File: config.mk
export PLATFORM = sky130hd
export DESIGN_NAME = uart_fifo_tx
export DESIGN_NICKNAME = d
export VERILOG_FILES = /design/src/rtl/uart_fifo_tx.sv
export SDC_FILE = /design/constraint.sdc
export NUM_CORES = 1
export LEC_CHECK = 0
export CAP_MARGIN = 20
export CORE_ASPECT_RATIO = 1.25
export CORE_MARGIN = 2
export CORE_UTILIZATION = 59
export CTS_CLUSTER_SIZE = 12
export DETAILED_ROUTE_END_ITERATION = 12
export PLACE_DENSITY = 0.85
export SYNTH_ARGS = -nofsm -noshare
export SYNTH_HDL_FRONTEND = slang
export SYNTH_SLANG_ARGS = --single-unit
File: constraint.sdc
create_clock -name clk -period 4.95 [get_ports clk]
set_clock_uncertainty 0.1 [all_clocks]
set_input_delay 0.99 -clock clk [delete_from_list [all_inputs] [get_ports clk]]
set_output_delay 0.99 -clock clk [all_outputs]
set_load 0.005 [all_outputs]
File: src/rtl/uart_fifo_tx.sv
// uart_fifo_tx: pops bytes from the AD sample FIFO and shifts them out as
// 8N1/8N2 UART frames, LSB first. Counts bytes sent and completed frames,
// where a frame ends with the transmission of EOF_BYTE.
`timescale 1ns/1ps
module uart_fifo_tx #(
    parameter int         CLK_FREQ  = 50_000_000,
    parameter int         BAUD      = 115200,
    parameter int         STOP_BITS = 1,
    parameter logic [7:0] EOF_BYTE  = 8'h0A
) (
    input  logic        clk,
    input  logic        reset_n,
    input  logic        tx_en,
    input  logic        fifo_empty,
    input  logic [7:0]  fifo_q,
    output logic        fifo_rdreq,
    output logic        uart_txd,
    output logic        busy,
    output logic        byte_done,
    output logic        frame_done,
    output logic [15:0] byte_cnt,
    output logic [7:0]  frame_cnt,
    output logic [2:0]  tx_state
);

    localparam int          DIV       = CLK_FREQ / BAUD;
    localparam logic [15:0] BAUD_LAST = 16'(DIV - 1);
    localparam logic [2:0]  STOP_LAST = 3'(STOP_BITS - 1);

    typedef enum logic [2:0] {
        IDLE    = 3'd0,
        RD_REQ  = 3'd1,
        RD_WAIT = 3'd2,
        START   = 3'd3,
        DATA    = 3'd4,
        STOP    = 3'd5
    } state_t;

    state_t      state_q, state_d;
    logic [15:0] baud_cnt_q, baud_cnt_d;
    logic [2:0]  bit_idx_q, bit_idx_d;
    logic [7:0]  shift_q, shift_d;
    logic        txd_q, txd_d;
    logic        rdreq_q, rdreq_d;
    logic        busy_q, busy_d;
    logic        byte_done_q, byte_done_d;
    logic        frame_done_q, frame_done_d;
    logic [15:0] byte_cnt_q, byte_cnt_d;
    logic [7:0]  frame_cnt_q, frame_cnt_d;
    logic        bit_end;

    // Last clock of the current bit period (start, data or stop bit).
    assign bit_end = (baud_cnt_q == BAUD_LAST);

    // State register; reset aborts any byte in flight.
    always_ff @(posedge clk or negedge reset_n) begin
        if (!reset_n) state_q <= IDLE;
        else          state_q <= state_d;
    end

    // Next-state logic: fetch, wait for FIFO data, then start/data/stop bits.
    always_comb begin
        state_d = state_q;
        case (state_q)
            IDLE:    if (tx_en && !fifo_empty) state_d = RD_REQ;
            RD_REQ:  state_d = RD_WAIT;
            RD_WAIT: state_d = START;
            START:   if (bit_end) state_d = DATA;
            DATA:    if (bit_end && bit_idx_q == 3'd7) state_d = STOP;
            STOP:    if (bit_end && bit_idx_q == STOP_LAST) state_d = IDLE;
            default: state_d = IDLE;
        endcase
    end

    // Output/datapath next values, derived from the next state so every output is a flop.
    always_comb begin
        shift_d = shift_q;
        if (state_q == RD_WAIT) shift_d = fifo_q;

        // Bit timer restarts on every bit boundary and every state change.
        if ((state_d != state_q) || bit_end ||
            !(state_q == START || state_q == DATA || state_q == STOP))
            baud_cnt_d = 16'd0;
        else
            baud_cnt_d = baud_cnt_q + 16'd1;

        // Bit index counts data bits in DATA and stop bits in STOP.
        bit_idx_d = bit_idx_q;
        if (state_d != state_q)
            bit_idx_d = 3'd0;
        else if (bit_end && (state_q == DATA || state_q == STOP))
            bit_idx_d = bit_idx_q + 3'd1;

        case (state_d)
            START:   txd_d = 1'b0;
            DATA:    txd_d = shift_d[bit_idx_d];
            default: txd_d = 1'b1;
        endcase

        rdreq_d      = (state_d == RD_REQ);
        busy_d       = (state_d != IDLE);
        byte_done_d  = (state_d == STOP) && (bit_idx_d == STOP_LAST) &&
                       (baud_cnt_d == BAUD_LAST);
        frame_done_d = byte_done_d && (shift_q == EOF_BYTE);
        byte_cnt_d   = byte_cnt_q + {15'd0, byte_done_d};
        frame_cnt_d  = frame_cnt_q + {7'd0, frame_done_d};
    end

    // Datapath and registered outputs; line idles high under reset.
    always_ff @(posedge clk or negedge reset_n) begin
        if (!reset_n) begin
            baud_cnt_q   <= 16'd0;
            bit_idx_q    <= 3'd0;
            shift_q      <= 8'd0;
            txd_q        <= 1'b1;
            rdreq_q      <= 1'b0;
            busy_q       <= 1'b0;
            byte_done_q  <= 1'b0;
            frame_done_q <= 1'b0;
            byte_cnt_q   <= 16'd0;
            frame_cnt_q  <= 8'd0;
        end else begin
            baud_cnt_q   <= baud_cnt_d;
            bit_idx_q    <= bit_idx_d;
            shift_q      <= shift_d;
            txd_q        <= txd_d;
            rdreq_q      <= rdreq_d;
            busy_q       <= busy_d;
            byte_done_q  <= byte_done_d;
            frame_done_q <= frame_done_d;
            byte_cnt_q   <= byte_cnt_d;
            frame_cnt_q  <= frame_cnt_d;
        end
    end

    assign fifo_rdreq = rdreq_q;
    assign uart_txd   = txd_q;
    assign busy       = busy_q;
    assign byte_done  = byte_done_q;
    assign frame_done = frame_done_q;
    assign byte_cnt   = byte_cnt_q;
    assign frame_cnt  = frame_cnt_q;
    assign tx_state   = state_q;

endmodule

==> flow_results.org, run 1 <==
** Status
- The run finished with clean final reports.

** Placement
- Half-perimeter wire length after detailed placement :: 4490 microns
- Once placement finished, the instance area stood at between 3000 and 4000 sq um.
- The congestion estimate from routability-driven global placement came to 0.860.
- At the placement stage, the worst setup path has a slack of between 0.9 and 1 ns.
- Input and output buffers added on the ports amount to 43.
- DP Cell Count :: 390

** Power
- Max rail drop VDD :: between 0.15 and 0.2 mV
- Switching power share of the total :: 0.205
- Internal power consumption :: 0.781 mW
- Sw power :: 0.201 mW
- The share of total power dissipated in sequential elements is 0.497.
- Leakage power :: 1.65 nW
- Total power divided by cell area :: 257 nW/um^2
- Of the total power, the clock network draws 0.476.
- Comb pwr share :: 0.027

** Routing
- Detail-routed via count per cell :: 5.84
- Pre-antenna DRT Iters :: 4
- Routed Antenna Nets :: 0
- Remaining routing DRC violations :: 0
- After detailed routing, the average wire length per cell comes to 15.5 microns.
- Sum of routed wire length over all layers :: between 6000 and 7000 microns
- The routed layout has approximately 2,400 vias.
- Number of DRC markers after the initial detailed-route iteration :: 178

** Clocking
- Maximum clock insertion buffer count :: 2
- Hold repair after CTS inserted 0 buffers.
- Post-cts sizing count :: 0
- TritonCTS Buffers :: 9
- The clock reaches the later pin of the worst-skew pair after 0.34 ns.
- Clock-pin slew was measured on the worst setup and hold paths at 0.06 ns.
- For this design, the sink count on the clock tree is 59.
- Buffer type at the clock tree root :: sky130_fd_sc_hd__clkbuf_8
- TritonCTS built the clock tree.
- CTS HTree Levels :: 3
- Number of buffers inserted to repair setup after CTS :: 0

** Timing
- Slew at the pin closest to its max-slew limit :: 0.715 ns
- The worst path meets setup with ~1.0 ns of slack.
- Tightest slew margin relative to the limit :: 0.524
- Counting I/O delays and the setup requirement, the final critical path takes just under 4 ns.
- Highest clock frequency the design can meet :: roughly 0.26 GHz
- The hold violation total from the final report came to 0.
- Unrepaired setup endpoints after global routing :: no
- Final Cycle Share :: 0.789
- Number of setup violations in the final report :: 0
- Max Transition Viols Final :: 0
- Total negative setup slack :: 0 ns

** Logic synthesis
- Ranked by total cell area, the synthesized netlist is headed by sky130_fd_sc_hd__dfrtp_1 46%, sky130_fd_sc_hd__xnor2_1 6.4%, sky130_fd_sc_hd__mux2_2 3.9%.
- The biggest area contributor in the post-synthesis netlist is sky130_fd_sc_hd__dfrtp_1.
- Counting flops and latches in the post-synthesis netlist gives approximately 60.
- Share of synthesized area occupied by flip-flops and latches :: 0.467
- Share of synthesized registers carrying an async set or reset :: 1.00
- Total standard cell area after synthesis :: 3170 sq um
- Number of warnings printed during yosys synthesis :: 0
- Number of synthesized flops with an enable pin :: 0
- Main synth FF type :: sky130_fd_sc_hd__dfrtp_1
- Mean post-synth cell area :: 10.8 sq um
- Counting distinct cell types in the post-synthesis netlist gives 55.
- The share of synthesized area in the top cell type comes to 0.458.
- Cell count after synthesis :: 294
- The number of nets in the synthesized netlist is 315.

** Critical path
- STA classifies the critical path endpoint as a flip-flop.
- Data arrival time of the critical path :: 4.06 ns
- The startpoint identified for the worst register-to-register timing path is baud_cnt_q[3]$_DFF_PN0_.
- Critical Setup Path Class :: flip-flop to flip-flop
- In this run the worst path has a maximum fanout of 7.
- Critical Path Source Type :: flip-flop
- Capture point of the worst reg-to-reg path :: byte_cnt[12]$_DFF_PN0_
- The number of cells on the worst reg-to-reg path is 13.
- The worst register-to-register path has a setup slack of 1.05 ns.
- Crit path to :: byte_cnt[12]$_DFF_PN0_
- Required time at the endpoint of the critical path :: 5.11 ns
- Critical path launch point :: baud_cnt_q[3]$_DFF_PN0_

** Floorplan
- Core Rows :: 29
- Die Height :: between 80 and 90 microns
- Die outline width :: 69.5 microns
- The floorplan step defined a die boundary enclosing about 6000 sq um.
- I/O pin total :: 44
- The initial utilization of the core area, before any placement, comes to 0.619.
- Area of the core region :: 5120 sq um

** Worst hold path
- The path class of the tightest hold or removal check is flip-flop to flip-flop.

** Layout
- In the final layout, the share of cells above drive strength 1 is 0.119.
- From synthesis to final layout, the design area changed by 20.6%.
- The number of antenna diodes in the final layout is 0.
- Non-filler instance count after layout :: 406
- Finished layout cell area :: 3820 sq um
- After the last flow step, the layout net total stands at 360.

** GRT
- Across every metal layer, demand over resource in global routing totals 0.229.
- Global-route wire length before repair :: 10,800 microns
- Number of global-route vias before repair :: 2,355
- The initial antenna violation count came to 0.
- Grt ovf :: 0
- Pin count of the biggest net entering global routing :: 60

** Job
- Number of violations of the max-capacitance limit :: 0
-- cells in the mapped netlist (2+ instances only) --
cell                         n
sky130_fd_sc_hd__or3_1       2
sky130_fd_sc_hd__or4b_1      2
sky130_fd_sc_hd__and4_1      4
sky130_fd_sc_hd__mux4_2      2
sky130_fd_sc_hd__a2111oi_0   2
sky130_fd_sc_hd__inv_1      10
sky130_fd_sc_hd__mux2i_1     2
sky130_fd_sc_hd__o211ai_1    2
sky130_fd_sc_hd__nand2_1    22
sky130_fd_sc_hd__buf_4       3
sky130_fd_sc_hd__mux2_2     11
sky130_fd_sc_hd__buf_6       2
sky130_fd_sc_hd__o31ai_1     2
sky130_fd_sc_hd__nor4_2      3
sky130_fd_sc_hd__clkbuf_1    2
sky130_fd_sc_hd__nand3b_1    2
sky130_fd_sc_hd__nor2b_1     3
sky130_fd_sc_hd__buf_2       3
sky130_fd_sc_hd__xnor2_1    23
sky130_fd_sc_hd__nand4b_1    2
sky130_fd_sc_hd__nand4_1     5
sky130_fd_sc_hd__dfrtp_1    58
sky130_fd_sc_hd__and3_1      6
sky130_fd_sc_hd__nand2b_1    3
sky130_fd_sc_hd__nor3_1     13
sky130_fd_sc_hd__nand3_1    17
sky130_fd_sc_hd__a21oi_1     8
sky130_fd_sc_hd__ha_1        9
sky130_fd_sc_hd__and4bb_1    2
sky130_fd_sc_hd__nor2_1     27
sky130_fd_sc_hd__a31oi_1     3
sky130_fd_sc_hd__nor4_1      4
sky130_fd_sc_hd__xor2_1     13
-- metrics by stage --
step / hold slack [ns] / power, mW / util
floorplan: 0.367 / 0.504 / -
global placement: 0.359 / 0.523 / 0.706
detailed placement: 0.360 / 0.524 / 0.706
CTS: 0.374 / 0.995 / 0.746
global route: 0.406 / 1.01 / 0.746
finish: 0.367 / 0.982 / 0.746
-- area by class of cell --
type	instances	area, sq um
timing repair buffer	44	433
inverter	10	37.5
multi-input combinational	215	1580
sequential	59	1480
clock buffer	11	131
tap	62	77.6
clock inverter	5	77.6
fill	342	1300
-- cell usage in the layout (no fill, tap or decap), types with 3 or more instances in the layout --
master,synthesis,final
sky130_fd_sc_hd__dfrtp_1,58,58
sky130_fd_sc_hd__nor4_2,3,3
sky130_fd_sc_hd__xnor2_1,23,23
sky130_fd_sc_hd__a31oi_1,3,3
sky130_fd_sc_hd__nor4_1,4,4
sky130_fd_sc_hd__nand4_1,5,5
sky130_fd_sc_hd__mux2_2,11,11
sky130_fd_sc_hd__xor2_1,13,13
sky130_fd_sc_hd__clkbuf_8,0,9
sky130_fd_sc_hd__and3_1,6,6
sky130_fd_sc_hd__clkdlybuf4s50_1,0,42
sky130_fd_sc_hd__nand2b_1,3,3
sky130_fd_sc_hd__nor2b_1,3,3
sky130_fd_sc_hd__nor3_1,13,13
sky130_fd_sc_hd__nor2_1,27,27
sky130_fd_sc_hd__a21oi_1,8,8
sky130_fd_sc_hd__nand2_1,22,22
sky130_fd_sc_hd__and4_1,4,4
sky130_fd_sc_hd__ha_1,9,9
sky130_fd_sc_hd__inv_1,10,10
sky130_fd_sc_hd__nand3_1,17,17
-- kinds of logic (layout without fill, tap and decap cells) --
group,count (synthesis),in the layout,share of synthesized area
AOI/OAI and AO/OA,28,28,0.0778
xor gates and xnor gates,36,36,0.0996
adders and majority gates,9,9,0.0356
buffers and inverters,20,70,0.0332
DFF,59,59,0.467
muxes,16,16,0.0632
and+or+nand+nor,126,126,0.224
-- state kept, by name, summed over array words and instances, names as in the netlist --
name and cells:
baud_cnt_q 16, bit_idx_q 3, busy 1, byte_cnt 16
byte_done 1, fifo_rdreq 1, frame_cnt 8, frame_done 1
shift_q 8, tx_state 3, uart_txd 1
-- routing by layer --
layer | up-vias | routed length [microns] | GRT usage
li1 | 1146 | - | -
met1 | 1150 | 2710 | 0.271
met2 | 60 | 3220 | 0.395
met3 | 14 | 273 | 0.0729
met4 | 0 | 106 | 0.0820
met5 | - | 0 | 0
-- power groups by stage --
| stage | Clock, mW | Sequential, mW | Combinational [mW] |
|---|---|---|---|
| 3_3_place_gp | 0 | 0.496 | 0.0267 |
| 2_1_floorplan | 0 | 0.496 | 0.00752 |
| 5_1_grt | 0.497 | 0.488 | 0.0300 |
| 6_report | 0.468 | 0.488 | 0.0265 |
| 3_5_place_dp | 0 | 0.497 | 0.0274 |
| 4_1_cts | 0.480 | 0.488 | 0.0274 |
-- worst min path at each step --
stage                                      start                endpoint  depth (start not counted)
after global placement    frame_cnt[7]$_DFF_PN0_  frame_cnt[7]$_DFF_PN0_                          1
after CTS                 frame_cnt[7]$_DFF_PN0_  frame_cnt[7]$_DFF_PN0_                          1
after detailed placement  frame_cnt[7]$_DFF_PN0_  frame_cnt[7]$_DFF_PN0_                          1
after floorplan           frame_cnt[7]$_DFF_PN0_  frame_cnt[7]$_DFF_PN0_                          1
after global routing      frame_cnt[7]$_DFF_PN0_  frame_cnt[7]$_DFF_PN0_                          1
final                     frame_cnt[7]$_DFF_PN0_  frame_cnt[7]$_DFF_PN0_                          1
-- worst max-delay path: stages, from the launching register on --
cell	delay, ns
sky130_fd_sc_hd__dfrtp_1	0.51
sky130_fd_sc_hd__nand4_1	0.29
sky130_fd_sc_hd__or4b_1	0.68
sky130_fd_sc_hd__nor3_1	0.28
sky130_fd_sc_hd__xnor2_1	0.17
sky130_fd_sc_hd__o2111a_1	0.22
sky130_fd_sc_hd__nand4_1	0.16
sky130_fd_sc_hd__nor3_1	0.29
sky130_fd_sc_hd__ha_1	0.25
sky130_fd_sc_hd__ha_1	0.23
sky130_fd_sc_hd__and3_1	0.19
sky130_fd_sc_hd__nand4_1	0.16
sky130_fd_sc_hd__nor2_1	0.15
sky130_fd_sc_hd__xor2_1	0.15
No activity file was read; power rests on OpenSTA's default activity.
==> run 2: changes to the inputs <==
Settings changed: CORE_UTILIZATION 59 to 49, PLACE_DENSITY 0.85 to 0.76.
Clock period 4.95 ns to 3.45 ns, I/O delays scaled along.
==> run 2 against run 1 <==
  * Critical endpoint unchanged
  * Hold slack got worse by 0.23 ns
  * Combinational power rose by 56%
  * Sequential cell count did not move
  * Register-to-register slack got worse by 1.0 ns
  * Clock power rose by 37%
  * Clock-buffer cell count fell by 2
  * Sequential power rose by 43%
  * Largest power group unchanged
  * Highest routed layer unchanged
  * Wire length rose by 19%
==> flow_results.org, run 2 (synthesis gave the netlist of run 1 again) <==
** Layout
- The share of post-route cells with drive strength above 1 is 0.255 (+0.135).
- The non-filler instance count after layout is 462 (+14%).
- Antenna diode instance count :: 0 (unchanged)
- The number of filler instances in the final layout was 465 (+36%).
- Highest-count cells in the layout ignoring fill and taps :: 58 x sky130_fd_sc_hd__dfrtp_1, 42 x sky130_fd_sc_hd__clkdlybuf4s50_1, 32 x sky130_fd_sc_hd__buf_4
- Most common cell after layout, fill and taps aside :: sky130_fd_sc_hd__dfrtp_1
- Number of nets in the finished design :: 393 (+9.2%)
- Layout overhead on the synthesized area :: 33.7%
- The final core area utilization is 0.682 (-0.0639).

** Timing
- The smallest hold slack was 0.138 ns (-0.229 ns).
- Slew at the pin closest to its max-slew limit :: 0.423 ns (-0.291 ns)
- The fmax came to 0.293 GHz (+14%).
- The number of slew-limit violations in the final report is 0 (unchanged).
- Final Cycle Share :: 0.990 (+0.201)
- Setup repair after global routing could not meet its margin everywhere.
- The hold violation total from the final report was 0 (unchanged).
- Tightest slew margin relative to the limit :: 0.710 (+0.187)
- The number of endpoints failing setup at the final stage was 0 (unchanged).
- The final critical delay including setup and external delays was 3.42 ns (-0.488 ns).

** Critical path
- CP max-delay cell :: sky130_fd_sc_hd__dfrtp_1
- In this run the critical register-to-register path is launched from baud_cnt_q[1]$_DFF_PN0_.
- Critical Path, Cell by Cell :: inv_1 > ha_2 > nor4b_4 > nand4_1 > buf_4 > buf_4 > buf_4 > or3_1 > o2111a_1 > nand4_1 > nor3_2 > ha_2 > ha_4 > and3_4 > nand4_1 > nor2_1 > xor2_1
- The arrival time of data at the critical path endpoint is 3.56 ns (-0.50 ns).
- The worst register-to-register path ends at byte_cnt[12]$_DFF_PN0_.
- Required time at the endpoint of the critical path :: 3.59 ns (-1.52 ns)
- Broken down by cell family, the worst path's largest delay share belongs to simple AND/OR/NAND/NOR gates.
- The worst-case register-to-register setup slack came to 0.03 ns (-1.01 ns).
- Critical Path Source Type :: flip-flop
- The critical path buffer and inverter count came to 4 (+4).
- Crit path to :: byte_cnt[12]$_DFF_PN0_
- Biggest fanout along the worst timing path :: 5 (-2)
- The highest cell delay on the worst timing path came to 0.41 ns (-0.27 ns).
- STA classifies the critical path endpoint as a flip-flop.
- Critical Setup Path Class :: flip-flop to flip-flop
- The logic depth of the worst register-to-register path came to 17 (+4).
- Worst path depth :: 17 (+4)
- The most critical setup path has its startpoint at baud_cnt_q[1]$_DFF_PN0_.

** Clocking
- CTS HTree Levels :: 3 (unchanged)
- Buffer type at the clock tree root :: sky130_fd_sc_hd__clkbuf_8
- Insertion delay to the later sink of the worst-skew pair :: 0.35 ns (about the same)
- Clock tree from TritonCTS :: yes
- The clock transition at the registers of the reported paths was 0.08 ns (+0.02 ns).
- The hold buffer count at cts came to 0 (unchanged).
- The number of buffers inserted during clock tree synthesis is 9 (unchanged).
- Maximum clock insertion buffer count :: 2 (unchanged)
- Number of sinks driven by the clock tree :: 59 (unchanged)

** Routing
- Via count :: 2,529 (+6.7%)
- Avg WL per Cell :: 16.3 microns (+4.8%)
- The antenna violation net count after detailed routing is 0 (unchanged).
- The routed wire length is 7520 microns (+19%).
- Remaining routing DRC violations :: 0 (unchanged)
- Number of DRC markers after the initial detailed-route iteration :: 160 (-10%)
- Pre-antenna DRT Iters :: 4 (unchanged)
- The post-detailed-route via-to-cell ratio is 5.47 (-6.2%).

** Power
- The areal power density over the cells is 326 nW/um^2 (+27%).
- Leakage power :: 1.81 nW (+9.7%)
- The total power after layout came to 1.38 mW (+41%).
- The maximum vdd ir drop came to 0.207 mV (+36%).

** Floorplan
- The number of top-level pins came to 44 (unchanged).
- The horizontal die dimension came to 75.9 microns (+9.2%).
- Core Rows :: 32 (+10%)
- The height of the chip is 93.9 microns (+9.3%).
- Area of the core region :: 6210 sq um (+21%)
- The initial core utilization is 0.510 (-0.109).
- The full die area was 7130 sq um (+19%).

** Placement
- DP Cell Count :: 441 (+13%)
- The last weighted congestion value of the routability-driven placer is 0.945 (+9.9%).
- Half-perimeter wire length after detailed placement :: 5170 microns (+15%)
- The count of port buffers added during placement came to 43 (unchanged).

** GRT
- The first-pass GRT wire length was 11,600 microns (+7.9%).
- Number of global-route vias before repair :: 2,471 (+4.9%)
- The initial antenna violation count is 0 (unchanged).
- The aggregate global routing overflow is 0 (unchanged).
- Pin count of the biggest net entering global routing :: 48 (-20%)
- The total routing usage reported by global routing came to 0.208 (-0.0213).

** Status
- The run finished with clean final reports.

** Worst hold path
- The path class of the tightest hold or removal check is primary input to asynchronous set/reset pin.

** Job
- Number of violations of the max-capacitance limit :: 0 (unchanged)
-- run 2: cell count changes in the layout (fill, tap and decap cells not counted), sizes merged --
cell      delta
buf         +33
clkbuf       -2
inv          +2
bufinv       -1
clkinvlp     +1
-- run 2: cell type report --
type	instances	area (sq um)	area share
inverters	10	37.5	0.00886
clock inverters	7	76.3	0.0180
clock buffers	9	124	0.0292
flip-flops and latches	59	1480	0.349
multi-input cells	215	1720	0.405
repair buffers	77	697	0.165
well taps	85	106	0.0251
-- run 2: worst min-delay path by stage --
stage | endpoint | slack, ns | cells past startpoint
after floorplan | baud_cnt_q[0]$_DFF_PN0_ | 0.29 | 0
after global placement | byte_cnt[15]$_DFF_PN0_ | 0.36 | 1
after detailed placement | byte_cnt[15]$_DFF_PN0_ | 0.37 | 1
after CTS | byte_cnt[15]$_DFF_PN0_ | 0.38 | 1
after global routing | byte_cnt[12]$_DFF_PN0_ | 0.15 | 1
final | byte_cnt[15]$_DFF_PN0_ | 0.14 | 1
-- run 2: layer usage --
layer  vias up  GRT usage  wire length [microns]
li1       1209          -                      -
met1      1253      0.240                   3100
met2        51      0.374                   4000
met3        16     0.0490                    234
met4         0     0.0848                    183
met5         -          0                      0
-- run 2: metrics by stage --
stage	setup TNS, ns	cell area (sq um)	worst slack, ns
2_1_floorplan	0	3170	0.132
3_3_place_gp	0	3850	0.0321
3_5_place_dp	-0.222	3850	-0.0720
4_1_cts	0	4060	0.00505
5_1_grt	-0.331	4240	-0.119
6_report	0	4240	0.0346
-- run 2: where the power goes --
part	internal [mW]	total, mW	switching [mW]	leakage, nW
registers	0.696	0.699	0.00332	0.753
clock network	0.338	0.641	0.304	0.0962
logic	0.0216	0.0414	0.0199	0.956
total	1.06	1.38	0.327	1.81
-- run 2: repair_timing --
item	4_1_cts	5_1_grt
endpoints found under the setup margin	1	14
pin swaps	0	13
gates resized for setup	0	28
setup buffers	1	3
==> run 3: changes to the inputs <==
Settings changed: CTS_CLUSTER_DIAMETER set to 100.
==> results of run 3 <==
Final layout, timing and power as in run 2 (identical DEF).
